<file path="config.mk">
export PLATFORM = sky130hd
export DESIGN_NAME = expense_ledger
export DESIGN_NICKNAME = d
export VERILOG_FILES = /design/src/rtl/expense_ledger.sv
export SDC_FILE = /design/constraint.sdc
export NUM_CORES = 1
export LEC_CHECK = 0
export CAP_MARGIN = 25
export CORE_ASPECT_RATIO = 0.6
export CORE_MARGIN = 2
export CORE_UTILIZATION = 45
export DETAILED_ROUTE_END_ITERATION = 10
export GPL_ROUTABILITY_DRIVEN = 0
export PLACE_DENSITY = 0.82
export REMOVE_ABC_BUFFERS = 1
export SYNTH_ARGS = -nofsm -noshare
export SYNTH_HDL_FRONTEND = slang
export SYNTH_SLANG_ARGS = --single-unit
</file>
<file path="constraint.sdc">
create_clock -name clk -period 4.77 [get_ports clk]
set_clock_uncertainty 0.15 [all_clocks]
set_input_delay 0.954 -clock clk [delete_from_list [all_inputs] [get_ports clk]]
set_output_delay 0.954 -clock clk [all_outputs]
set_load 0.005 [all_outputs]
</file>
<file path="src/rtl/expense_ledger.sv">
`default_nettype none
// ============================================================================
// Module      : expense_ledger
// Description : Two-person expense ledger with a latched budget and an
//               iteratively computed 90% threshold (floor(budget*9/10)).
//               Optional macro EXPENSE_LEDGER_SAT_EN clamps overflowing
//               accumulators to 16'hFFFF instead of wrapping.
// Revision    : 1.0 - initial release
// ============================================================================
module expense_ledger (
    input  logic        clk,
    input  logic        rst,
    input  logic        budget_load,
    input  logic [15:0] budget_in,
    input  logic        clear,
    input  logic        exp_valid,
    output logic        exp_ready,
    input  logic        exp_who,
    input  logic [15:0] exp_amount,
    output logic [15:0] budget,
    output logic [15:0] ninebudget,
    output logic        thresh_valid,
    output logic [15:0] prev_accum_a,
    output logic [15:0] prev_accum_b,
    output logic [7:0]  entry_count,
    output logic        overflow
);

    localparam logic [1:0] c_IDLE      = 2'd0;
    localparam logic [1:0] c_CALC      = 2'd1;
    localparam logic [1:0] c_RUN       = 2'd2;
    localparam logic [4:0] c_CALC_LAST = 5'd16;
    localparam logic [4:0] c_DIVISOR   = 5'd10;

    logic [1:0]  r_state_q,   w_state_d;
    logic [4:0]  r_cnt_q,     w_cnt_d;
    logic [3:0]  r_rem_q,     w_rem_d;
    logic [15:0] r_quo_q,     w_quo_d;
    logic [15:0] r_budget_q,  w_budget_d;
    logic [15:0] r_nine_q,    w_nine_d;
    logic        r_thresh_q,  w_thresh_d;
    logic [15:0] r_acc_a_q,   w_acc_a_d;
    logic [15:0] r_acc_b_q,   w_acc_b_d;
    logic [7:0]  r_count_q,   w_count_d;
    logic        r_ovf_q,     w_ovf_d;

    logic        w_hs;
    logic [19:0] w_prod;
    logic [4:0]  w_trial;
    logic        w_ge;
    logic [3:0]  w_rem_next;
    logic [16:0] w_sum;
    logic [15:0] w_acc_res;

    // ------------------------------------------------------------------
    // State register
    // ------------------------------------------------------------------
    always_ff @(posedge clk) begin
        if (rst) begin
            r_state_q <= c_IDLE;
        end else begin
            r_state_q <= w_state_d;
        end
    end

    // ------------------------------------------------------------------
    // Next-state logic
    // ------------------------------------------------------------------
    always_comb begin
        w_state_d = r_state_q;
        if (budget_load) begin
            w_state_d = c_CALC;
        end else begin
            case (r_state_q)
                c_CALC:  if (r_cnt_q == c_CALC_LAST) w_state_d = c_RUN;
                default: w_state_d = r_state_q;
            endcase
        end
    end

    // ------------------------------------------------------------------
    // FSM outputs
    // ------------------------------------------------------------------
    always_comb begin
        exp_ready = (r_state_q == c_RUN) & ~clear & ~rst;
        w_hs      = exp_valid & exp_ready;
    end

    // Product 9*budget always has its top nibble below 10 (quotient < 2^16),
    // so the remainder is seeded with it and only 16 quotient bits remain.
    always_comb begin
        w_prod     = ({4'd0, budget_in} << 3) + {4'd0, budget_in};
        w_trial    = {r_rem_q, r_quo_q[15]};
        w_ge       = (w_trial >= c_DIVISOR);
        w_rem_next = w_ge ? 4'(w_trial - c_DIVISOR) : w_trial[3:0];
    end

    always_comb begin
        w_sum = {1'b0, (exp_who ? r_acc_b_q : r_acc_a_q)} + {1'b0, exp_amount};
`ifdef EXPENSE_LEDGER_SAT_EN
        w_acc_res = w_sum[16] ? 16'hFFFF : w_sum[15:0];
`else
        w_acc_res = w_sum[15:0];
`endif
    end

    // ------------------------------------------------------------------
    // Datapath next-state
    // ------------------------------------------------------------------
    always_comb begin
        w_cnt_d    = r_cnt_q;
        w_rem_d    = r_rem_q;
        w_quo_d    = r_quo_q;
        w_budget_d = r_budget_q;
        w_nine_d   = r_nine_q;
        w_thresh_d = r_thresh_q;
        w_acc_a_d  = r_acc_a_q;
        w_acc_b_d  = r_acc_b_q;
        w_count_d  = r_count_q;
        w_ovf_d    = r_ovf_q;

        if (budget_load) begin
            w_budget_d = budget_in;
            w_thresh_d = 1'b0;
            w_cnt_d    = 5'd0;
            w_rem_d    = w_prod[19:16];
            w_quo_d    = w_prod[15:0];
        end else if (r_state_q == c_CALC) begin
            if (r_cnt_q == c_CALC_LAST) begin
                w_nine_d   = r_quo_q;
                w_thresh_d = 1'b1;
            end else begin
                w_rem_d = w_rem_next;
                w_quo_d = {r_quo_q[14:0], w_ge};
                w_cnt_d = r_cnt_q + 5'd1;
            end
        end

        if (clear) begin
            w_acc_a_d = 16'd0;
            w_acc_b_d = 16'd0;
            w_count_d = 8'd0;
            w_ovf_d   = 1'b0;
        end else if (w_hs) begin
            if (exp_who) begin
                w_acc_b_d = w_acc_res;
            end else begin
                w_acc_a_d = w_acc_res;
            end
            if (w_sum[16]) begin
                w_ovf_d = 1'b1;
            end
            if (r_count_q != 8'hFF) begin
                w_count_d = r_count_q + 8'd1;
            end
        end
    end

    always_ff @(posedge clk) begin
        if (rst) begin
            r_cnt_q    <= 5'd0;
            r_rem_q    <= 4'd0;
            r_quo_q    <= 16'd0;
            r_budget_q <= 16'd0;
            r_nine_q   <= 16'd0;
            r_thresh_q <= 1'b0;
            r_acc_a_q  <= 16'd0;
            r_acc_b_q  <= 16'd0;
            r_count_q  <= 8'd0;
            r_ovf_q    <= 1'b0;
        end else begin
            r_cnt_q    <= w_cnt_d;
            r_rem_q    <= w_rem_d;
            r_quo_q    <= w_quo_d;
            r_budget_q <= w_budget_d;
            r_nine_q   <= w_nine_d;
            r_thresh_q <= w_thresh_d;
            r_acc_a_q  <= w_acc_a_d;
            r_acc_b_q  <= w_acc_b_d;
            r_count_q  <= w_count_d;
            r_ovf_q    <= w_ovf_d;
        end
    end

    assign budget       = r_budget_q;
    assign ninebudget   = r_nine_q;
    assign thresh_valid = r_thresh_q;
    assign prev_accum_a = r_acc_a_q;
    assign prev_accum_b = r_acc_b_q;
    assign entry_count  = r_count_q;
    assign overflow     = r_ovf_q;

endmodule
`default_nettype wire

</file>
==> results.txt <==
core box area -> 12020 µm²
Post-CTS Setup Inserts -> 0
final cell count without fillers -> 911
clock sinks -> 100
crit share post-route -> 0.8465
DRC viols -> 0
crit-path max FO -> 15
Num CTS Buffers -> 9
Net Sw Power -> 0.4914 mW
Max Cap Violations -> 0
fmax -> 247.7 MHz
Gate power share -> 0.142
gr busiest metal -> met1
Starting Density -> 0.4601
largest net degree at the start of global routing -> 58
die width -> 147.2 µm
Worst-Skew Late Latency -> 350 ps
hold buffer count at cts -> 0
IR drop worst, VDD -> 0.1757 mV
die height -> 89.89 µm
CP Capture Type -> register
Post-Synthesis Cells -> 643
final setup TNS -> 0 ps
fin nets -> 814
Syn Std Cell Area -> 5533 µm²
final wirelength -> 15480 µm
PortBufs -> 112
CTS Root Cell -> clkbuf_16
Sw Share -> 0.2592
full die area -> 13230 µm²
Pint -> 1.405 mW
Worst-Margin Slew -> 858.9 ps
ys flop type -> dfxtp_1
total power -> 1.896 mW
hpwl dp -> 11390 µm
met2 usage -> 0.3283
CP required -> 4840 ps
Final Cell Area -> 7093 µm²
Seq/Total Area, Yosys -> 0.3618
Cell Area, Placed -> 6790 µm²
CTS max path bufs -> 2
Vias per Instance -> 5.642
post-synth top area share -> 0.3618
final hold vios -> 0
ranking of synthesized cells by area -> dfxtp_1 36%, ha_1 7.5%, mux2i_1 7.2%
post-route ant nets -> 0
final setup fails -> 0
Async S/R FF share, synth -> 0
Post-synth EDFFs -> 0
PostCTS Resize Cnt -> 0
multi-input logic area -> 3347 µm²
post-layout min period -> 4038 ps
Hold Crit Class -> reg2reg
Worst-path clk slew -> 70 ps
htree depth -> 3
PD cells -> 267.3 nW/µm²
clock share of power -> 0.395
share of layout cells above drive strength 1 -> 0.06711
number of global-route vias before repair -> 4836
register area -> 2002 µm²
CP arrival -> 4110 ps
routed via count -> 5140
Initial DRC Count -> 391
CP Launch Type -> input port
drt first pass iters -> 7
post-placement cell count -> 895
first-pass GRT wire length -> 24350 µm
flops & latches, synth -> 100
LEAKAGE -> 2.762 nW
M3 GR Usage -> 0.05279
antenna violations before repair -> 1
Layout area overhead -> 28.20%
grt total ovfl -> 0
sequential share of power -> 0.464
fill count -> 1023
Final Max Slew Viols -> 0
largest area contributor in the netlist -> dfxtp_1
grt met1 use -> 0.3373
RSZ-0062 raised after global routing -> false
Ys Warns -> 0
Global Route Usage Sum -> 0.2266
critical setup path kind -> in2reg
outcome -> completed
Avg Inst Size Synth -> 8.605 µm²
# rows -> 31
I/O pins -> 113
Routed WL per cell -> 16.99 µm
Netlist cell types -> 69
worst relative slew slack -> 0.4274
CTS tree -> done
## power groups by stage
stage | sequential, mW | combinational [mW] | clock, mW
finish | 0.879 | 0.269 | 0.748
CTS | 0.879 | 0.265 | 0.761
floorplan | 0.893 | 0.152 | 0
detailed placement | 0.898 | 0.261 | 0
global route | 0.882 | 0.293 | 0.789
global placement | 0.896 | 0.252 | 0
## metrics by stage
stage | setup slack (ps) | util | hold slack [ps]
after global placement | 654.4 | 0.5635 | 303.0
after global routing | 664.9 | 0.5897 | 338.8
after detailed placement | 489.6 | 0.5647 | 305.6
final | 732.3 | 0.5899 | 315.7
after floorplan | 609.7 | - | 296.7
after CTS | 823.7 | 0.5897 | 316.5
## logic make-up (layout without fill, tap and decap cells)
| group | after synthesis | count (layout) | share of synthesized area |
|---|---|---|---|
| xor+xnor | 30 | 30 | 0.04749 |
| flops | 100 | 100 | 0.3618 |
| mux | 56 | 56 | 0.1049 |
| buf+inv | 48 | 150 | 0.03415 |
| simple gates | 225 | 225 | 0.1902 |
| compound gates | 149 | 149 | 0.1796 |
| other cells | 0 | 1 | 0 |
| fa+ha+maj | 35 | 35 | 0.08186 |
## placed cells by master (no fill, tap or decap), types with 9 or more instances in the layout
cell | synthesis | layout
o21ai_0 | 19 | 19
dfxtp_1 | 100 | 100
mux2_2 | 16 | 16
nor2b_1 | 13 | 13
o211ai_1 | 9 | 9
a211oi_1 | 20 | 20
a21oi_1 | 48 | 48
a21o_1 | 9 | 9
clkdlybuf4s50_1 | 0 | 110
nand3_1 | 19 | 19
nor2_1 | 77 | 77
mux2i_1 | 40 | 40
clkbuf_16 | 0 | 9
ha_1 | 33 | 33
nand2_1 | 70 | 70
xor2_1 | 15 | 15
xnor2_1 | 15 | 15
inv_1 | 15 | 15
## area by class of cell
| cell class | count | share of cell area |
|---|---|---|
| Antenna cell | 1 | 0.0003528 |
| Clock buffer | 10 | 0.03369 |
| Clock inverter | 5 | 0.008644 |
| Tap cell | 165 | 0.02911 |
| Multi-Input combinational cell | 495 | 0.4719 |
| Timing Repair Buffer | 120 | 0.1662 |
| Inverter | 15 | 0.007938 |
| Sequential cell | 100 | 0.2822 |
## sequential cells by signal, indices dropped and copies added, names as in the netlist
name          flops
budget           16
ninebudget       16
prev_accum_a     16
prev_accum_b     16
r_quo_q          16
entry_count       8
r_cnt_q           5
r_rem_q           4
overflow          1
r_state_q         1
thresh_valid      1
## cells in the mapped netlist, drive strengths merged, types with 2 or more instances
master and n:
dfxtp 100, nor2 78, nand2 70, a21oi 49, mux2i 40, ha 33, o21ai 22, a211oi 20
clkbuf 19, nand3 19, mux2 16, inv 15, xnor2 15, xor2 15, buf 14, nor2b 13
a21o 9, a31oi 9, o211ai 9, and3 8, nand4 5, nand2b 4, nor3 4, o21a 4
or2 4, or3 4, a221o 3, nor3b 3, a2111oi 2, a221oi 2, a311oi 2, and2 2
fa 2, nand4b 2, nor4b 2, o311ai 2, o31ai 2, o32a 2
## final timing paths
path | from | to | slack [ps] | cells after the start
worst max-delay path | exp_who | overflow$_SDFFE_PP0P_ | 730 | 10
worst min register to register | budget[15]$_SDFFE_PP0P_ | budget[15]$_SDFFE_PP0P_ | 320 | 2
worst min-delay path | budget[15]$_SDFFE_PP0P_ | budget[15]$_SDFFE_PP0P_ | 320 | 2
worst max register to register | prev_accum_b[4]$_SDFFE_PP0P_ | prev_accum_b[15]$_SDFFE_PP0P_ | 1860 | 8
## critical path, cell delays in order
cell	delay, ps
clkdlybuf4s50_1	660
buf_4	300
mux2_2	360
ha_1	380
a21oi_1	270
nand2_1	130
o211a_1	240
o32a_1	390
a221oi_1	290
o21ai_0	130
## metal layers
metal  routed length [µm]  up-vias
li1                     -     2499
met1                 7719     2437
met2                 6504      183
met3                 1028       21
met4                  225        0
met5                    0        -
(Power assumes the default switching activity.)
